<file path="src/rtl/text_console_writer.sv">
// text_console_writer
//   Sole bus initiator on the text-mode video card's write port. Accepts a byte
//   stream over valid/ready, keeps a cursor, and turns each byte into
//   character-cell writes (glyphs, CR, LF, backspace, form-feed clear).
//
// Ports
//   clk         in   1   system clock, posedge
//   reset       in   1   asynchronous, active-low reset
//   char_in     in   8   byte to display
//   char_valid  in   1   char_in valid
//   char_ready  out  1   writer can accept (transfer on valid & ready)
//   STB         out  1   write strobe to video card
//   ACK         in   1   video card acknowledge
//   ADDR        out  32  cell address (row*COLS+col), zero-extended
//   DAT_O       out  32  {24'b0, code}
//   busy        out  1   state != IDLE
//   cursor_col  out  7   current column
//   cursor_row  out  6   current row
//
// state   | meaning
// --------+-------------------------------------------------
// IDLE    | waiting for a byte; char_ready may be high
// PUT     | single glyph/blank write, STB high until ACK
// PUT_GAP | STB low for one cycle, cursor updated
// CLR     | blanking the newly entered row, STB high until ACK
// CLR_GAP | STB low for one cycle between row-clear writes
// CLR_ALL | full-screen blank write, STB high until ACK
// ALL_GAP | STB low for one cycle between full-screen writes

module text_console_writer #(
    parameter int         COLS           = 80,
    parameter int         ROWS           = 60,
    parameter logic [7:0] BLANK          = 8'h20,
    parameter bit         CLEAR_ON_RESET = 1'b0
) (
    input  logic        clk,
    input  logic        reset,
    input  logic [7:0]  char_in,
    input  logic        char_valid,
    output logic        char_ready,
    output logic        STB,
    input  logic        ACK,
    output logic [31:0] ADDR,
    output logic [31:0] DAT_O,
    output logic        busy,
    output logic [6:0]  cursor_col,
    output logic [5:0]  cursor_row
);

    localparam int CELLS = COLS * ROWS;
    localparam int AW    = ($clog2(CELLS) > 13) ? $clog2(CELLS) : 13;

    typedef enum logic [2:0] {
        IDLE, PUT, PUT_GAP, CLR, CLR_GAP, CLR_ALL, ALL_GAP
    } state_t;

    state_t          state_q, state_d;
    logic [6:0]      col_q, col_d;
    logic [5:0]      row_q, row_d;
    logic [5:0]      tgt_q, tgt_d;       // row being cleared after a row advance
    logic            stb_q, stb_d;
    logic [AW-1:0]   addr_q, addr_d;
    logic [7:0]      dat_q, dat_d;
    logic [AW-1:0]   rem_q, rem_d;       // writes remaining after the current one
    logic            ready_q, ready_d;
    logic            bs_q, bs_d;         // current PUT is a backspace blank
    logic            started_q, started_d;

    logic            accept;
    logic            start_all;
    logic            start_row;
    logic [5:0]      nrow;

    function automatic logic [AW-1:0] cell_addr(input logic [5:0] r, input logic [6:0] c);
        return AW'(r) * AW'(COLS) + AW'(c);
    endfunction

    assign nrow   = (row_q == 6'(ROWS - 1)) ? 6'd0 : row_q + 6'd1;
    assign accept = (state_q == IDLE) && char_valid && ready_q;

    always_comb begin
        state_d   = state_q;
        col_d     = col_q;
        row_d     = row_q;
        tgt_d     = tgt_q;
        stb_d     = stb_q;
        addr_d    = addr_q;
        dat_d     = dat_q;
        rem_d     = rem_q;
        bs_d      = bs_q;
        started_d = 1'b1;
        start_all = 1'b0;
        start_row = 1'b0;

        case (state_q)
            IDLE: begin
                if (CLEAR_ON_RESET && !started_q) begin
                    start_all = 1'b1;
                end else if (accept) begin
                    if (char_in >= 8'h20 && char_in <= 8'h7E) begin
                        addr_d  = cell_addr(row_q, col_q);
                        dat_d   = char_in;
                        bs_d    = 1'b0;
                        stb_d   = 1'b1;
                        state_d = PUT;
                    end else begin
                        case (char_in)
                            8'h0A: start_row = 1'b1;
                            8'h0D: col_d = 7'd0;
                            8'h08: begin
                                if (col_q != 7'd0) begin
                                    addr_d  = cell_addr(row_q, col_q - 7'd1);
                                    dat_d   = BLANK;
                                    bs_d    = 1'b1;
                                    stb_d   = 1'b1;
                                    state_d = PUT;
                                end
                            end
                            8'h0C: start_all = 1'b1;
                            default: ;
                        endcase
                    end
                end
            end
            PUT: begin
                if (ACK) begin
                    stb_d   = 1'b0;
                    state_d = PUT_GAP;
                end
            end
            PUT_GAP: begin
                state_d = IDLE;
                if (bs_q) begin
                    col_d = col_q - 7'd1;
                end else if (col_q == 7'(COLS - 1)) begin
                    start_row = 1'b1;
                end else begin
                    col_d = col_q + 7'd1;
                end
            end
            CLR, CLR_ALL: begin
                if (ACK) begin
                    stb_d   = 1'b0;
                    state_d = (state_q == CLR) ? CLR_GAP : ALL_GAP;
                end
            end
            CLR_GAP, ALL_GAP: begin
                if (rem_q == '0) begin
                    col_d   = 7'd0;
                    row_d   = (state_q == CLR_GAP) ? tgt_q : 6'd0;
                    state_d = IDLE;
                end else begin
                    rem_d   = rem_q - 1'b1;
                    addr_d  = addr_q + 1'b1;
                    stb_d   = 1'b1;
                    state_d = (state_q == CLR_GAP) ? CLR : CLR_ALL;
                end
            end
            default: state_d = IDLE;
        endcase

        // Row advance: cursor row moves only once the new row is blank.
        if (start_row) begin
            tgt_d   = nrow;
            addr_d  = cell_addr(nrow, 7'd0);
            rem_d   = AW'(COLS - 1);
            dat_d   = BLANK;
            stb_d   = 1'b1;
            state_d = CLR;
        end
        if (start_all) begin
            addr_d  = '0;
            rem_d   = AW'(CELLS - 1);
            dat_d   = BLANK;
            stb_d   = 1'b1;
            state_d = CLR_ALL;
        end

        // Registered ready: drops for at least one cycle after every accept.
        ready_d = (state_d == IDLE) && !accept;
    end

    always_ff @(posedge clk or negedge reset) begin
        if (!reset) begin
            state_q   <= IDLE;
            col_q     <= '0;
            row_q     <= '0;
            tgt_q     <= '0;
            stb_q     <= 1'b0;
            addr_q    <= '0;
            dat_q     <= '0;
            rem_q     <= '0;
            ready_q   <= 1'b0;
            bs_q      <= 1'b0;
            started_q <= 1'b0;
        end else begin
            state_q   <= state_d;
            col_q     <= col_d;
            row_q     <= row_d;
            tgt_q     <= tgt_d;
            stb_q     <= stb_d;
            addr_q    <= addr_d;
            dat_q     <= dat_d;
            rem_q     <= rem_d;
            ready_q   <= ready_d;
            bs_q      <= bs_d;
            started_q <= started_d;
        end
    end

    assign char_ready = ready_q;
    assign STB        = stb_q;
    assign ADDR       = {{(32 - AW){1'b0}}, addr_q};
    assign DAT_O      = {24'b0, dat_q};
    assign busy       = (state_q != IDLE);
    assign cursor_col = col_q;
    assign cursor_row = row_q;

endmodule

</file>
<file path="config.mk">
export PLATFORM = sky130hd
export DESIGN_NAME = text_console_writer
export DESIGN_NICKNAME = d
export VERILOG_FILES = /design/src/rtl/text_console_writer.sv
export SDC_FILE = /design/constraint.sdc
export NUM_CORES = 1
export LEC_CHECK = 0
export ABC_AREA = 0
export ABC_CLOCK_PERIOD_IN_PS = 2700
export CORE_ASPECT_RATIO = 0.8
export CORE_MARGIN = 2
export CORE_UTILIZATION = 45
export DETAILED_ROUTE_END_ITERATION = 12
export PLACE_DENSITY = 0.79
export SYNTH_ARGS = -nofsm -noshare
export SYNTH_HDL_FRONTEND = slang
export SYNTH_SLANG_ARGS = --single-unit
</file>
<file path="constraint.sdc">
create_clock -name clk -period 2.7 [get_ports clk]
set_input_delay 0.405 -clock clk [delete_from_list [all_inputs] [get_ports clk]]
set_output_delay 0.405 -clock clk [all_outputs]
set_load 0.01 [all_outputs]
</file>
### Word level (Yosys, flattened, before mapping)

Index checks and enable logic that the tools add are counted.

| operators by class | value |
|---|---|
| add/sub/neg operators | 7 |
| $mul | 2 |
| magnitude comparators | 2 |
| eq/ne operators | 23 |
| multiplexer cells | 60 |
| reductions and logical operators | 30 |

Operator list:

| operator | number |
|---|---|
| $mux 13 | 11 |
| $mux 8 | 7 |
| $mux 7 | 6 |
| $eq 8x4->1 const B | 4 |
| $mux 3 | 10 |
| $add 13x7->13 | 2 |
| $pmux 13 s2 | 1 |
| $pmux 7 s3 | 1 |
| $mul 6x3->9 const B | 2 |
| $mux 1 | 18 |
| $reduce_bool 3->1 | 5 |
| $add 13x1->13 const B | 1 |
| $logic_not 13->1 | 1 |
| $sub 13x1->13 const B | 1 |
| $mux 6 | 2 |
| $pmux 3 s4 | 1 |
| $reduce_and 6->1 | 2 |
| $reduce_bool 4->1 | 3 |
| $ne 5x3->1 const B | 2 |
| $eq 3x3->1 const B | 3 |
| $ge 8x6->1 const B | 1 |
| $le 8x7->1 const B | 1 |
| $ne 4x4->1 const B | 2 |
| $reduce_and 4->1 | 2 |
| 24 further kinds | 35 |

| word-level totals | value |
|---|---|
| bits in registers | 59 |
| output and inout port bits | 80 |
| word-level logic and storage cells | 134 |

### Logic depth before layout (Yosys ltp)

Gate-level depths: netlist of the first run.

| logic depth | value |
|---|---|
| word-level depth | 10 |
| gate-level depth with buffers | 14 |
| gate-level depth less buffers | 13 |

### Least setup slack after synthesis of the first run

No wires, ideal clock.

| path | value |
|---|---|
| path kind | input to register |
| start | input port char_in[5] |
| end | register addr_q[12] |
| library setup time | 82 ps |
| arrival time | 3,067 ps |
| required time | 2,618 ps |
| slack | -449 ps |
| cell stages on the path | 14 |
| cells stage by stage | o21bai_1 o21bai_1 clkbuf_1 nand3_1 xnor2_1 ha_1 inv_1 fa_1 nor2b_1 o21ai_0 or3_1 o311ai_0 o211ai_1 a31oi_1 |

| between the ends | value |
|---|---|
| cells in the longest elaborated chain, start to end | 7 |
| elaborated cells between the ends (all ways) | 25 |

RTL lines:

| item | RTL line | RTL |
|---|---|---|
| from (decl) | 38 | `input logic [7:0] char_in,` |
| $ge 8x6->1 (tied with other cells) | 100 | `if (char_in >= 8'h20 && char_in <= 8'h7E) begin` |
| $logic_and 1x1->1 / $mux 1 (equally long branches) | 100, 107 |  |
| $mux 1 / $mux 13 (equally long branches) | 100 |  |
| $mux 1 / $mux 13 (equally long branches) | 99 | `end else if (accept) begin` |
| $pmux 1 s2 (tied with other cells) | 95 | `case (state_q)` |
| $ne 5x3->1 (no line) (tied with other cells) | n/a |  |
| $reduce_and 5->1 (no line) / $mux 13 (equally long branches) | n/a |  |
| to (signal assigned) | 202 | `addr_q <= addr_d;` |
| to (decl) | 62 | `logic [AW-1:0] addr_q, addr_d;` |

Parallel ways exist; a longest one is shown, timed or not. The select of a mux whose other input is x is not followed.
A chain may end at the register's enable or synchronous reset.

### Worst setup path after layout of the first run

| path | value |
|---|---|
| start | register row_q[1], in the netlist cursor_row[1] |
| end | register addr_q[11] |

| between the ends | value |
|---|---|
| elaborated cells between the ends (all ways) | 14 |

RTL lines:

| item | RTL line | RTL |
|---|---|---|
| from (decl) | 59 | `logic [5:0] row_q, row_d;` |
| from (signal assigned) | 199 | `row_q <= row_d;` |
| $add 6x1->6 / $eq 6x6->1 (equally long branches) | 78 | `assign nrow = (row_q == 6'(ROWS - 1)) ? 6'd0 : row_q + 6'd1;` |
| $mux 6 * | 78 |  |
| via nrow[5] | 72 | `logic [5:0] nrow;` |
| $mul 6x3->9 * | 75 | `return AW'(r) * AW'(COLS) + AW'(c);` |
| $mux 13 * | 163 | `if (start_row) begin` |
| $mux 13 * | 171 | `if (start_all) begin` |

The timed path passes the listed nets; every way through them passes the cells marked *. The select of a mux whose other input is x is not followed.

==> results_dict.tcl, run 1 <==
set metrics [dict create \
    yosysSeqAreaShare_pct 33.06 \
    antenna_found_initial 0 \
    numClockSinks 59 \
    clk_pin_slew_worst_paths_ns 0.05 \
    seqPwrFrac_pct 29.3 \
    syn_to_final_growth_pct 36.90 \
    wl_per_cell_um 16.01 \
    synth_top_flop_cell "dfrtp_1" \
    synth_area_leaders "dfrtp_1 (33%), buf_4 (7.2%), ha_1 (7.0%)" \
    p_int_uw 2927 \
    placed_area_mm2 0.005439 \
    worstMarginPinSlew_ns 0.8194 \
    vias_per_cell 5.402 \
    ys_types 61 \
    synth_edf_count 0 \
    p_sw_share_pct 36.16 \
    hp-class "input pin to asynchronous set/reset pin" \
    grt.total_usage_pct 23.85 \
    drt_iter0_markers 261 \
    dp_slack_ns -0.8156 \
    p_clk_share_pct 26.3 \
    violations "negative setup slack" \
    cp-end-kind "flip-flop" \
    setup_ws_ns -0.1167 \
    p_switching_uw 1658 \
    cts_buffer_depth 2 \
    antenna_left 0 \
    grt_max_degree 37 \
    dieWidth_um 115.4 \
    leakagePower_uw 0.002740 \
    drive_gt1_share_pct 26.07 \
    post-place-cells 758 \
    synth_cells 525 \
    powerDensity_mw_per_mm2 749.9 \
    dieArea_mm2 0.01074 \
    period_share_pct 104.3 \
    final-max-slew-violation-count 0 \
    ys_ff_latch 59 \
    cts-buffers-inserted 9 \
    ctsHoldBuffers 0 \
    layout_min_cycle_time_ns 2.817 \
    instances_no_fill 792 \
    fin_nets 691 \
    synth_top_area_share_pct 33.06 \
    synth-async-reset-ratio_pct 100.0 \
    wl_um 12680 \
    worstSetupPathType "flip-flop to flip-flop" \
    die_h_um 93.10 \
    htreeDepth 3 \
    setup_viol 4 \
    routabilityCongestion 0.9039 \
    yosysWarnings 0 \
    cts_root_buf "clkbuf_16" \
    ir_drop_mv 0.5468 \
    cp.required_ns 2.92 \
    combPwrFrac_pct 44.4 \
    fin_worst_skew_ns 0.005978 \
    cp.arrival_ns 3.04 \
    fill_cells 786 \
    vias 4278 \
    grt_pass1_wl_um 20090 \
    clock_latency_ns 0.34 \
    critPathLaunchType "flip-flop" \
    grt_setup_unrepaired "yes" \
    slew_headroom_pct 45.37 \
    dp_hpwl_um 8979 \
    hold_viol 0 \
    postSynthAreaPerCell_um2 8.506 \
    core-area_mm2 0.009649 \
    num_rows 32 \
    first_pass_iters 5 \
    grt_overflow 0 \
    critical_path.max_fanout 6 \
    grt_pass1_vias 4113 \
    synth_area_mm2 0.004466 \
    cts_tree "done" \
    start_util_pct 46.28 \
    port-buffer-count 48 \
    status "finished, violations left" \
    fmax_ghz 0.3550 \
    antenna_cells 0 \
    maxCapViolations 0 \
    synth_top_cell_by_area "dfrtp_1" \
    final_area_mm2 0.006113 \
    ios 92 \
    drc 0 \
]
routing by layer:
layer / track usage (%) / share of wire (%) / vias to the layer above
li1: - / - / 2020
met2: 37.43 / 48 / 168
met5: 0 / 0 / -
met3: 6.675 / 7.2 / 19
met4: 7.028 / 1.8 / 0
met1: 32.10 / 44 / 2071
critical path: stages (launching register included):
cell and delay [ns]:
dfrtp_2 0.45, buf_6 0.13, ha_4 0.17, buf_4 0.14, o211ai_1 0.19, a22o_1 0.25, ha_4 0.23, ha_4 0.22
a21o_1 0.20, a21oi_2 0.21, xor2_1 0.20, nand2_1 0.08, a31o_2 0.24
final timing paths:
| path | start | to | slack, ns | depth (start not counted) |
|---|---|---|---|---|
| min in group clk | char_in[6] | dat_q[6] | 0.36 | 2 |
| max in group asynchronous | reset | dat_q[7] | 1.81 | 2 |
| min | reset | addr_q[2] | 0.16 | 1 |
| max reg2reg | cursor_row[1] | addr_q[11] | -0.12 | 12 |
| max | cursor_row[1] | addr_q[11] | -0.12 | 12 |
| min reg2reg | rem_q[12] | rem_q[12] | 0.49 | 2 |
through the flow:
step                      power (uW)  util, %  hold slack, ns  TNS (ns)
after floorplan                 2412        -          0.1094   -0.2442
after global placement          3166    56.37          0.4583    -6.469
after detailed placement        3232    56.37          0.4807    -8.832
after CTS                       4502    62.42          0.1736   -0.1321
after global routing            4869    63.36          0.2189   -0.7321
final                           4585    63.36          0.1596   -0.2094
synthesized netlist by cell type (3+ instances only):
library cell / number
a211oi_1: 5
a21o_1: 3
a21oi_1: 16
a22o_1: 12
a31oi_1: 5
and2_1: 6
and3_1: 4
and3b_1: 3
buf_2: 7
buf_4: 43
clkbuf_1: 16
dfrtp_1: 59
fa_1: 3
ha_1: 25
inv_1: 21
mux2i_1: 3
nand2_1: 60
nand2b_1: 12
nand3_1: 18
nand3b_1: 3
nand4_1: 5
nor2_1: 46
nor2b_1: 6
nor3_1: 13
nor4_1: 5
o211ai_1: 10
o21ai_0: 17
o21ai_1: 8
o31ai_1: 10
or2_2: 3
or3_1: 6
xnor2_1: 22
xor2_1: 14
flip-flops by register name, summed over array words and instances (netlist names):
register	count
addr_q	13
char_ready	1
state_q	3
STB	1
cursor_row	6
cursor_col	7
tgt_q	6
rem_q	13
bs_q	1
dat_q	8
power by group through the flow:
| stage | Sequential, uW | Combinational [uW] | Clock [uW] |
|---|---|---|---|
| finish | 1340 | 2030 | 1210 |
| global route | 1380 | 2230 | 1260 |
| CTS | 1330 | 1950 | 1220 |
| detailed placement | 1340 | 1890 | 0 |
| global placement | 1330 | 1840 | 0 |
| floorplan | 1370 | 1040 | 0 |
cells by family (layout without fill, tap and decap cells):
kind of cell,after synthesis,count (layout),synth area share [%]
and+or+nand+nor,204,204,23.00
AOI/OAI and AO/OA,105,105,16.14
buffers and inverters,87,176,11.12
DFF,59,59,33.06
xor gates and xnor gates,36,36,7.061
adders and majority gates,28,28,8.350
muxes,5,5,1.177
other,1,43,0.08398
repair_timing:
| item | CTS | global route |
|---|---|---|
| cloned | 0 | 0 |
| setup endpoints to repair | 8 | 6 |
| resized for setup | 51 | 28 |
| setup buffers | 17 | 3 |
| pin swaps | 32 | 35 |
cell usage in the layout (no fill, tap or decap), drive strengths merged, types with 4 or more instances in the layout:
cell / Yosys / final
nor2: 48 / 48
conb: 1 / 43
nand3: 18 / 18
o31ai: 11 / 11
nand4: 5 / 5
a211oi: 5 / 5
or3: 6 / 6
xnor2: 22 / 22
o21ai: 25 / 25
nand2: 60 / 60
nor3: 13 / 13
a21oi: 16 / 16
clkbuf: 16 / 14
xor2: 14 / 14
ha: 25 / 25
and2: 6 / 6
nor4: 6 / 6
nand2b: 12 / 12
inv: 21 / 21
a22o: 12 / 12
clkdlybuf4s50: 0 / 39
buf: 50 / 96
and3: 4 / 4
o211ai: 10 / 10
a31oi: 5 / 5
or2: 4 / 4
nor2b: 6 / 6
dfrtp: 59 / 59
final cells by class:
cell class | instances | area, um^2 | area share, %
flip-flops and latches | 59 | 1478 | 24.17
clock inverters | 4 | 47.55 | 0.7777
well taps | 136 | 170.2 | 2.783
repair buffers | 139 | 1166 | 19.07
clock buffers | 12 | 266.5 | 4.359
inverters | 21 | 78.83 | 1.289
multi-input cells | 421 | 2907 | 47.54
Note: power is estimated with default switching activity, not from simulation.
==> run 2: changes to the inputs <==
--- a/config.mk
+++ b/config.mk
@@ -12,6 +12,8 @@
 export CORE_UTILIZATION = 45
 export DETAILED_ROUTE_END_ITERATION = 12
 export PLACE_DENSITY = 0.79
+export REMOVE_ABC_BUFFERS = 1
+export SLEW_MARGIN = 0
 export SYNTH_ARGS = -nofsm -noshare
 export SYNTH_HDL_FRONTEND = slang
 export SYNTH_SLANG_ARGS = --single-unit
==> run 2 against run 1 <==
The flow still finishes with violations (negative setup slack); sequential power about the same; register-to-register slack about the same; maximum frequency up 0.31%; combinational power increased by 9.9%; wire length rose by 8.6%; largest power group unchanged.
==> results_dict.tcl, run 2 (same netlist as run 1, synthesis figures left out) <==
set metrics [dict create \
    setup_ws_ns -0.1080 \
    critPathLaunchType "flip-flop" \
    grt_overflow 0 \
    setup_viol 2 \
    multiInputGateArea_mm2 0.002950 \
    wl_per_cell_um 17.04 \
    worstReg2RegEnd "addr_q[12]" \
    cts_root_buf "clkbuf_16" \
    most-common-layout-cells "buf_4 (107), nand2_1 (59), dfrtp_1 (55)" \
    critical_path.max_fanout 3 \
    cts-buffers-inserted 9 \
    ios 92 \
    reg_top3 "addr_q (13), rem_q (13), dat_q (8)" \
    cp.required_ns 2.94 \
    layout_min_cycle_time_ns 2.808 \
    final-max-slew-violation-count 0 \
    dieWidth_um 115.4 \
    cp-end-kind "flip-flop" \
    seqCellArea_mm2 0.001481 \
    path_buf_inv 2 \
    port-buffer-count 48 \
    die_h_um 93.10 \
    fmax_ghz 0.3561 \
    start_util_pct 46.28 \
    worstSetupPathType "flip-flop to flip-flop" \
    antenna_found_initial 0 \
    grt_pass1_vias 4289 \
    post-place-cells 782 \
    hold_viol 0 \
    hold-worst-slack_ns 0.2358 \
    antenna_cells 0 \
    fin_worst_skew_ns 0.007496 \
    powerDensity_mw_per_mm2 756.3 \
    ir_drop_mv 0.4858 \
    hp-class "input pin to asynchronous set/reset pin" \
    grt_setup_unrepaired "yes" \
    htreeDepth 3 \
    grt_pass1_wl_um 21290 \
    r2r-start "cursor_col[1]" \
    drive_gt1_share_pct 27.68 \
    vias 4535 \
    finalSetupTns_ns -0.1087 \
    crit_path_max_incr_delay_ns 0.42 \
    vias_per_cell 5.613 \
    final_common_cell "buf_4" \
    ctsHoldBuffers 0 \
    drc 0 \
    maxCapViolations 0 \
    startpoint "cursor_col[1]" \
    clock_latency_ns 0.33 \
    placed_area_mm2 0.005585 \
    num_rows 32 \
    fill_cells 710 \
    clk_pin_slew_worst_paths_ns 0.05 \
    syn_to_final_growth_pct 40.68 \
    cp_top_family "simple AND/OR/NAND/NOR gates" \
    setup.worst_path.end "addr_q[12]" \
    fin_nets 709 \
    cts_tree "done" \
    crit_cells 12 \
    wl_um 13770 \
    first_pass_iters 6 \
    r2r_cells 12 \
    routabilityCongestion 0.9280 \
    cts_buffer_depth 2 \
    status "finished, violations left" \
    core-area_mm2 0.009649 \
    worstMarginPinSlew_ns 0.7839 \
    rrSetupSlack_ns -0.11 \
    crit_chain "buf_4 > nor3_4 > nand3_2 > xnor2_2 > inv_1 > fa_2 > nor2b_1 > o21ai_1 > or3_4 > o311ai_4 > o211ai_1 > a31oi_1" \
    cp.arrival_ns 3.05 \
    grt_max_degree 60 \
    leakagePower_uw 0.002847 \
    cp_slowest_cell "dfrtp_1" \
    instances_no_fill 808 \
    slew_headroom_pct 47.74 \
    drt_iter0_markers 382 \
    antenna_left 0 \
    period_share_pct 104.0 \
    fin_util_pct 65.11 \
    final_area_mm2 0.006282 \
    grt.total_usage_pct 25.29 \
    dieArea_mm2 0.01074 \
    violations "negative setup slack" \
    numClockSinks 59 \
    dp_hpwl_um 9250 \
]
[run 2: layout make-up]
cell class	count	share of cell area (%)
inverter	21	1.255
clock buffer	12	4.242
clock inverter	2	0.5577
timing repair buffer	157	20.69
tap	136	2.709
sequential	59	23.58
multi-input combinational	421	46.96
[run 2: how the worst min path moves through the flow]
stage / endpoint / slack, ns / depth (start not counted)
after floorplan: STB / 0.11 / 0
after global placement: tgt_q[0] / 0.46 / 2
after detailed placement: tgt_q[1] / 0.47 / 2
after CTS: dat_q[0] / 0.28 / 2
after global routing: tgt_q[2] / 0.31 / 2
final: tgt_q[0] / 0.24 / 2
[run 2: per-stage QoR]
step / setup slack [ns] / total power, uW
2_1_floorplan: -1.165 / 2319
3_3_place_gp: -0.8578 / 3273
3_5_place_dp: -1.076 / 3340
4_1_cts: -0.05825 / 4635
5_1_grt: -0.2263 / 5006
6_report: -0.1080 / 4751
[run 2: metal layers]
layer / GRT usage (%) / vias up / part of all wire (%)
li1: - / 2040 / -
met1: 33.36 / 2189 / 41
met2: 41.42 / 258 / 48
met3: 6.092 / 48 / 8.8
met4: 7.028 / 0 / 2.5
met5: 0 / - / 0
[run 2: report_power, final]
part	total (uW)	internal (uW)	switching, uW
sequential	1350	1110	248
combinational	2230	1150	1080
clock	1170	777	394
total	4750	3030	1720
[run 2: timing repair]
item                                    4_1_cts  5_1_grt
hold endpoints to repair                      0        0
resized for setup                            66       25
endpoints found under the setup margin       18       14
pin swaps                                    20       20
buffers inserted                             10        2
gates cloned                                  0        0
